### src/rtl/data_mem_responder_pkg.sv
// Shared definitions for the load/store responder: funct3 codes, FSM states,
// lane-mask decode and access legality check.
package data_mem_responder_pkg;

  localparam logic [2:0] F3_B  = 3'b000;
  localparam logic [2:0] F3_H  = 3'b001;
  localparam logic [2:0] F3_W  = 3'b010;
  localparam logic [2:0] F3_BU = 3'b100;
  localparam logic [2:0] F3_HU = 3'b101;

  localparam int NUM_LANES = 4;

  typedef enum logic [1:0] {
    ST_IDLE = 2'd0,
    ST_WAIT = 2'd1,
    ST_RESP = 2'd2
  } state_e;

  // Byte lanes touched by an access; funct3[1:0] gives the size.
  function automatic logic [NUM_LANES-1:0] lane_mask(input logic [2:0] f3, input logic [1:0] a);
    case (f3[1:0])
      2'b00:   lane_mask = 4'b0001 << a;
      2'b01:   lane_mask = 4'b0011 << {a[1], 1'b0};
      default: lane_mask = 4'b1111;
    endcase
  endfunction

  // Illegal funct3 for the direction, or an address not aligned to the size.
  function automatic logic access_err(input logic wr, input logic [2:0] f3, input logic [1:0] a);
    logic bad_f3;
    logic misal;
    bad_f3 = wr ? (f3 > F3_W) : (f3 == 3'b011 || f3 == 3'b110 || f3 == 3'b111);
    misal  = (f3[1:0] == 2'b01 && a[0]) || (f3[1:0] == 2'b10 && a != 2'b00);
    return bad_f3 | misal;
  endfunction

endpackage

### src/rtl/data_mem_responder_byte_lane_ram.sv
// Four independent byte banks sharing a word index. Write data arrives already
// placed in its lanes; read is asynchronous over the full word.
module byte_lane_ram
  import data_mem_responder_pkg::*;
#(
  parameter int ADDR_W = 8
) (
  input  logic                      clk,
  input  logic [ADDR_W-3:0]         i_idx,
  input  logic [NUM_LANES-1:0]      i_we,
  input  logic [NUM_LANES-1:0][7:0] i_wdata,
  output logic [NUM_LANES-1:0][7:0] o_rdata
);

  localparam int DEPTH = 2 ** (ADDR_W - 2);

  for (genvar l = 0; l < NUM_LANES; l++) begin : g_lane
    logic [7:0] r_mem [DEPTH];

    // Per-lane byte write; contents are deliberately not reset.
    always_ff @(posedge clk) begin
      if (i_we[l]) r_mem[i_idx] <= i_wdata[l];
    end

    assign o_rdata[l] = r_mem[i_idx];
  end

endmodule

### src/rtl/data_mem_responder.sv
// Load/store responder: one request at a time, fixed wait states, then a
// little-endian B/H/W access into byte-lane RAM with a held response.
module data_mem_responder
  import data_mem_responder_pkg::*;
#(
  parameter int ADDR_W      = 8,
  parameter int WAIT_CYCLES = 2
) (
  input  logic              clk,
  input  logic              rst,
  input  logic              req_valid,
  output logic              req_ready,
  input  logic              req_write,
  input  logic [2:0]        req_funct3,
  input  logic [ADDR_W-1:0] req_addr,
  input  logic [31:0]       req_wdata,
  output logic              rsp_valid,
  input  logic              rsp_ready,
  output logic [31:0]       rsp_rdata,
  output logic              rsp_err
);

  localparam logic [3:0] CNT_INIT = (WAIT_CYCLES > 0) ? 4'(WAIT_CYCLES - 1) : 4'd0;

  state_e              r_state, w_next;
  logic [3:0]          r_cnt;
  logic                r_write;
  logic [2:0]          r_f3;
  logic [ADDR_W-1:0]   r_addr;
  logic [31:0]         r_wdata;
  logic [31:0]         r_rdata;
  logic                r_err;

  logic                w_accept, w_commit;
  logic                w_wr;
  logic [2:0]          w_f3;
  logic [ADDR_W-1:0]   w_addr;
  logic [31:0]         w_wd;
  logic                w_err;
  logic [NUM_LANES-1:0] w_we;
  logic [31:0]         w_lane_wd, w_word, w_ldata;
  logic [7:0]          w_b;
  logic [15:0]         w_h;

  assign w_accept = req_valid & req_ready;

  // With no wait states the access happens on the accepting edge, so it must
  // use the live request; otherwise the latched copy is used.
  assign w_wr   = (r_state == ST_IDLE) ? req_write  : r_write;
  assign w_f3   = (r_state == ST_IDLE) ? req_funct3 : r_f3;
  assign w_addr = (r_state == ST_IDLE) ? req_addr   : r_addr;
  assign w_wd   = (r_state == ST_IDLE) ? req_wdata  : r_wdata;

  assign w_err = access_err(w_wr, w_f3, w_addr[1:0]);
  assign w_we  = (w_commit && w_wr && !w_err) ? lane_mask(w_f3, w_addr[1:0]) : '0;

  // Replicate store data across lanes; the mask picks the live ones.
  always_comb begin
    case (w_f3[1:0])
      2'b00:   w_lane_wd = {4{w_wd[7:0]}};
      2'b01:   w_lane_wd = {2{w_wd[15:0]}};
      default: w_lane_wd = w_wd;
    endcase
  end

  byte_lane_ram #(.ADDR_W(ADDR_W)) u_ram (
    .clk     (clk),
    .i_idx   (w_addr[ADDR_W-1:2]),
    .i_we    (w_we),
    .i_wdata (w_lane_wd),
    .o_rdata (w_word)
  );

  assign w_b = w_word[{w_addr[1:0], 3'b000} +: 8];
  assign w_h = w_addr[1] ? w_word[31:16] : w_word[15:0];

  // Lane select and sign/zero extension of load data.
  always_comb begin
    case (w_f3)
      F3_B:    w_ldata = {{24{w_b[7]}}, w_b};
      F3_BU:   w_ldata = {24'd0, w_b};
      F3_H:    w_ldata = {{16{w_h[15]}}, w_h};
      F3_HU:   w_ldata = {16'd0, w_h};
      default: w_ldata = w_word;
    endcase
  end

  // FSM state register.
  always_ff @(posedge clk or negedge rst) begin
    if (!rst) r_state <= ST_IDLE;
    else      r_state <= w_next;
  end

  // Next state, handshake outputs and the commit strobe (edge entering RESP).
  always_comb begin
    w_next    = r_state;
    w_commit  = 1'b0;
    req_ready = 1'b0;
    rsp_valid = 1'b0;
    case (r_state)
      ST_IDLE: begin
        req_ready = 1'b1;
        if (w_accept) begin
          if (WAIT_CYCLES == 0) begin
            w_next   = ST_RESP;
            w_commit = 1'b1;
          end else begin
            w_next = ST_WAIT;
          end
        end
      end
      ST_WAIT: begin
        if (r_cnt == 4'd0) begin
          w_next   = ST_RESP;
          w_commit = 1'b1;
        end
      end
      ST_RESP: begin
        rsp_valid = 1'b1;
        if (rsp_ready) w_next = ST_IDLE;
      end
      default: w_next = ST_IDLE;
    endcase
  end

  // Request latch, wait counter and response registers.
  always_ff @(posedge clk or negedge rst) begin
    if (!rst) begin
      r_cnt   <= '0;
      r_write <= 1'b0;
      r_f3    <= '0;
      r_addr  <= '0;
      r_wdata <= '0;
      r_rdata <= '0;
      r_err   <= 1'b0;
    end else begin
      if (r_state == ST_IDLE && w_accept) begin
        r_write <= req_write;
        r_f3    <= req_funct3;
        r_addr  <= req_addr;
        r_wdata <= req_wdata;
        r_cnt   <= CNT_INIT;
      end else if (r_state == ST_WAIT && r_cnt != 4'd0) begin
        r_cnt <= r_cnt - 4'd1;
      end
      if (w_commit) begin
        r_err   <= w_err;
        r_rdata <= (w_wr || w_err) ? 32'd0 : w_ldata;
      end
    end
  end

  assign rsp_rdata = r_rdata;
  assign rsp_err   = r_err;

endmodule
### config.mk
export PLATFORM = sky130hd
export DESIGN_NAME = data_mem_responder
export DESIGN_NICKNAME = d
export VERILOG_FILES = /design/src/rtl/data_mem_responder_pkg.sv /design/src/rtl/data_mem_responder_byte_lane_ram.sv /design/src/rtl/data_mem_responder.sv
export SDC_FILE = /design/constraint.sdc
export NUM_CORES = 2
export LEC_CHECK = 0
export ABC_CLOCK_PERIOD_IN_PS = 6100
export CAP_MARGIN = 30
export CORE_MARGIN = 2
export CORE_UTILIZATION = 59
export DETAILED_ROUTE_END_ITERATION = 8
export MAX_ROUTING_LAYER = met4
export PLACE_DENSITY = 0.75
export SLEW_MARGIN = 30
export SYNTH_ARGS = -nofsm -noshare
export SYNTH_HDL_FRONTEND = slang
export SYNTH_SLANG_ARGS = --single-unit
### constraint.sdc
create_clock -name clk -period 6.1 [get_ports clk]
set_input_delay 1.525 -clock clk [delete_from_list [all_inputs] [get_ports clk]]
set_output_delay 1.525 -clock clk [all_outputs]
set_load 0.01 [all_outputs]
==> run summary <==
* endpoint of the worst hold-timing path: r_wdata[14]
* cell-by-cell trace of the critical path: clkdlybuf4s50_1 -> or3b_4 -> nand2_8 -> buf_4 -> o221ai_1 -> a22oi_1 -> o22ai_2 -> nor4_2 -> buf_4 -> mux2_2 -> nand3_2 -> a41oi_1
* Rel. slew slack: 25.33%
* power density normalized to cell area: 582.4 mW/mm^2
* kind of critical path: in2reg
* row count: 136
* floorplan die height: 376.2 um
* clock tree from TritonCTS: yes
* peak per-stage delay on the critical path: 820 ps
* RSZ-0062 raised after global routing: no
* combined global-route utilization of all metal layers: 38.13%
* source-to-sink clock delay at the later pin of the worst-skew pair: 860 ps
* number of storage elements in the synthesis netlist: 2131
* Max Fclk: 173.8 MHz
* HPWL reported at the end of detailed placement: 164200 um
* complex-gate fraction of the synthesized area: 11.03%
* post-synthesis share of cell area spent on xor and xnor gates: 0.03215%
* H-tree lvl count: 4
* category of cells accounting for the largest share of critical-path delay: simple AND/OR/NAND/NOR gates
* total CTS buffers: 200
* startpoint class of the critical path: input port
* most repeated library cell on the critical path: buf_4
* register clock-pin slew on the reported worst setup and hold paths: 70 ps
* number of buffer and inverter stages on the critical path: 3
* global-route wire length before repair: 374200 um
* combinational family with the most area after synthesis: compound AO/OA/AOI/OAI gates
* vias per inst: 7.329
* setup-violating endpoint count in the final report: 0
* mean cell area of the mapped netlist: 15.85 sq um
* count of cells along the worst hold path: 2
* peak ir drop on the vdd network: 0.0006561 V
* worst endpoint required time: 6850 ps
* synthesized cell area: 0.08173 sq mm
* FFs w/ async S/R, synth: 3.895%
* total number of vias: 55733
* final cycle utilization of the critical path: 94.34%
* drt initial violations: 11022
* path category of the worst min-delay check: reg2reg
* final slew viol count: 0
* antenna violations before repair: 17
* Worst Max-Slew Pin Slew: 1106 ps
* DRC violations left: 0
* cts-stage hold buffer count: 0
* area of the placeable core: 0.1375 sq mm
* Layout area overhead: 15.91%
* number of warnings reported in the yosys synthesis log: 0
* final hold violation count: 0
* number of iterations in the first detailed-routing pass: 8
* clock tree buffer depth: 3
* worst-case reg-to-reg path depth: 12
* Unique masters post-synth: 98
* portion of netlist area occupied by mux cells: 1.549%
* gp weighted congestion: 0.9732
* overall die area: 0.1415 sq mm
* ys flop type: edfxtp_1
* min-delay src: r_wdata[14]
* Routed Antenna Nets: 0
* drt wl/cell: 34.72 um
* leading cell type in the layout, fill and taps excluded: edfxtp_1
* cell at the slowest stage of the critical path: clkdlybuf4s50_1
* number of enable flip-flop cells after synthesis: 2048
* share of layout cells above drive strength 1: 17.12%
* total overflow reported by the global router: 0
* Cells after Synth: 5157
* Die X: 376.2 um
* worst reg2reg path endpoint: rsp_rdata[6]
* setup skew after layout: 58.52 ps
* endpoint kind of the worst setup timing path: flop
* effective utilization at floorplan: 59.45%
* register area share after synthesis: 77.79%
* highest-count cells in the layout ignoring fill and taps: edfxtp_1 (2048), o22ai_1 (687), nand2_1 (543)
* max capacitance violation total: 0
* pre-CTS worst setup slack: -155.7 ps
* number of sinks driven by the clock tree: 2131
* status: completed
* post-layout net count: 5671
* setup slack of the most critical reg-to-reg path: 690 ps
* leakage power total: 0.03109 uW
* via count of the first global-routing pass: 52331
* number of placed I/O pins: 83
* Synth Area in Adders: 0.01531%
* critical path peak fanout: 44
* pin count of the biggest net entering global routing: 74
* root buffer cell: clkbuf_16
* number of port buffers: 82
* post-CTS setup repair buffer count: 0
* min Tclk post-route: 5755 ps
* number of resized instances in the post-cts repair step: 0
* Net Count, Synth: 5206
* total detailed-routing wirelength: 264000 um
* worst-case setup margin in the final layout: 345.3 ps
* overall power of the completed layout: 55180 uW
* beginning of the worst register-to-register path: r_state[0]
* Post-Synth Simple-Gate Area: 7.063%
* crit path DAT: 6500 ps
-- synthesized netlist by cell type (all sizes together), types with 29 or more instances --
master	instances	area share, %
edfxtp	2048	75
o22ai	688	5.3
nand2	559	2.6
nor3	269	1.7
buf	262	1.8
clkbuf	131	0.60
nor2	127	0.60
mux2i	115	1.4
nor4	90	0.71
o221ai	88	0.94
dfrtp	83	2.5
o41ai	64	0.70
o21ai	63	0.40
a21oi	57	0.35
nand3	52	0.32
and3	50	0.38
a32o	42	0.51
o32ai	31	0.33
o31ai	29	0.31
-- registers in the layout (all words and copies together) (netlist names) --
signal,cells
rsp_rdata,32
r_write,1
u_ram.g_lane.r_mem,2048
r_cnt,4
r_f3,3
r_wdata,32
r_addr,8
rsp_err,1
r_state,2
-- worst reg2reg max path: stages, from the launching register on --
cell and delay (ps):
dfrtp_1 480, buf_4 280, o21ai_2 700, a22o_4 620
buf_12 300, buf_4 270, o22ai_1 130, o41ai_1 990
a21oi_1 200, nor4_2 850, buf_4 240, o21ai_0 70
o21ai_1 190
-- power breakdown --
part | internal (uW) | switching (uW) | total, uW
Combinational | 5760 | 16600 | 22400
Clock | 6770 | 5400 | 12200
Sequential | 20300 | 307 | 20600
Total | 32800 | 22300 | 55200
-- worst max-delay path by stage --
stage | startpoint | cells past startpoint | slack (ps) | endpoint
after floorplan | r_state[0] | 10 | 1020 | u_ram.g_lane[3].r_mem[0][0]
after global placement | req_addr[4] | 12 | -310 | rsp_rdata[6]
after detailed placement | req_addr[3] | 12 | -160 | rsp_rdata[30]
after CTS | req_addr[3] | 12 | 670 | rsp_rdata[30]
after global routing | req_addr[3] | 12 | 410 | rsp_rdata[30]
final | req_addr[3] | 12 | 350 | rsp_rdata[30]
-- layout make-up --
type | count | area [sq um]
diodes | 23 | 57.56
clock buffers | 254 | 5321
clock inverters | 113 | 1035
fillers | 8595 | 42750
inverters | 16 | 78.83
multi-input cells | 2617 | 16670
flip-flops and latches | 2131 | 63580
well taps | 1794 | 2245
repair buffers | 656 | 5756
-- routing by layer --
layer	vias up	GRT usage (%)	part of all wire [%]
li1	21975	-	-
met4	0	21.90	6.9
met2	5463	54.14	44
met3	980	10.67	16
met1	27315	49.78	34
met5	-	-	0
-- kinds of logic after synthesis --
kind of cell / Yosys count
AND/OR/NAND/NOR: 1229
flip-flops: 2131
AO/OA/AOI/OAI: 1262
buffers and inverters: 409
XOR/XNOR: 3
adder cells (fa/ha/maj): 1
multiplexers: 122
-- metrics by stage --
step | area, sq um | util, % | setup TNS [ps] | instances | hold WS, ps
detailed placement | 88250 | 64.19 | -1850 | 7211 | 461.5
global placement | 88130 | 64.10 | -584.6 | 7209 | 456.4
floorplan | 81730 | - | 0 | 5157 | 441.7
CTS | 94610 | 68.81 | 0 | 7578 | 477.5
global route | 94720 | 68.89 | 0 | 7597 | 495.9
finish | 94740 | 68.91 | 0 | 7604 | 477.5
Power figures use the tool's default switching activity.
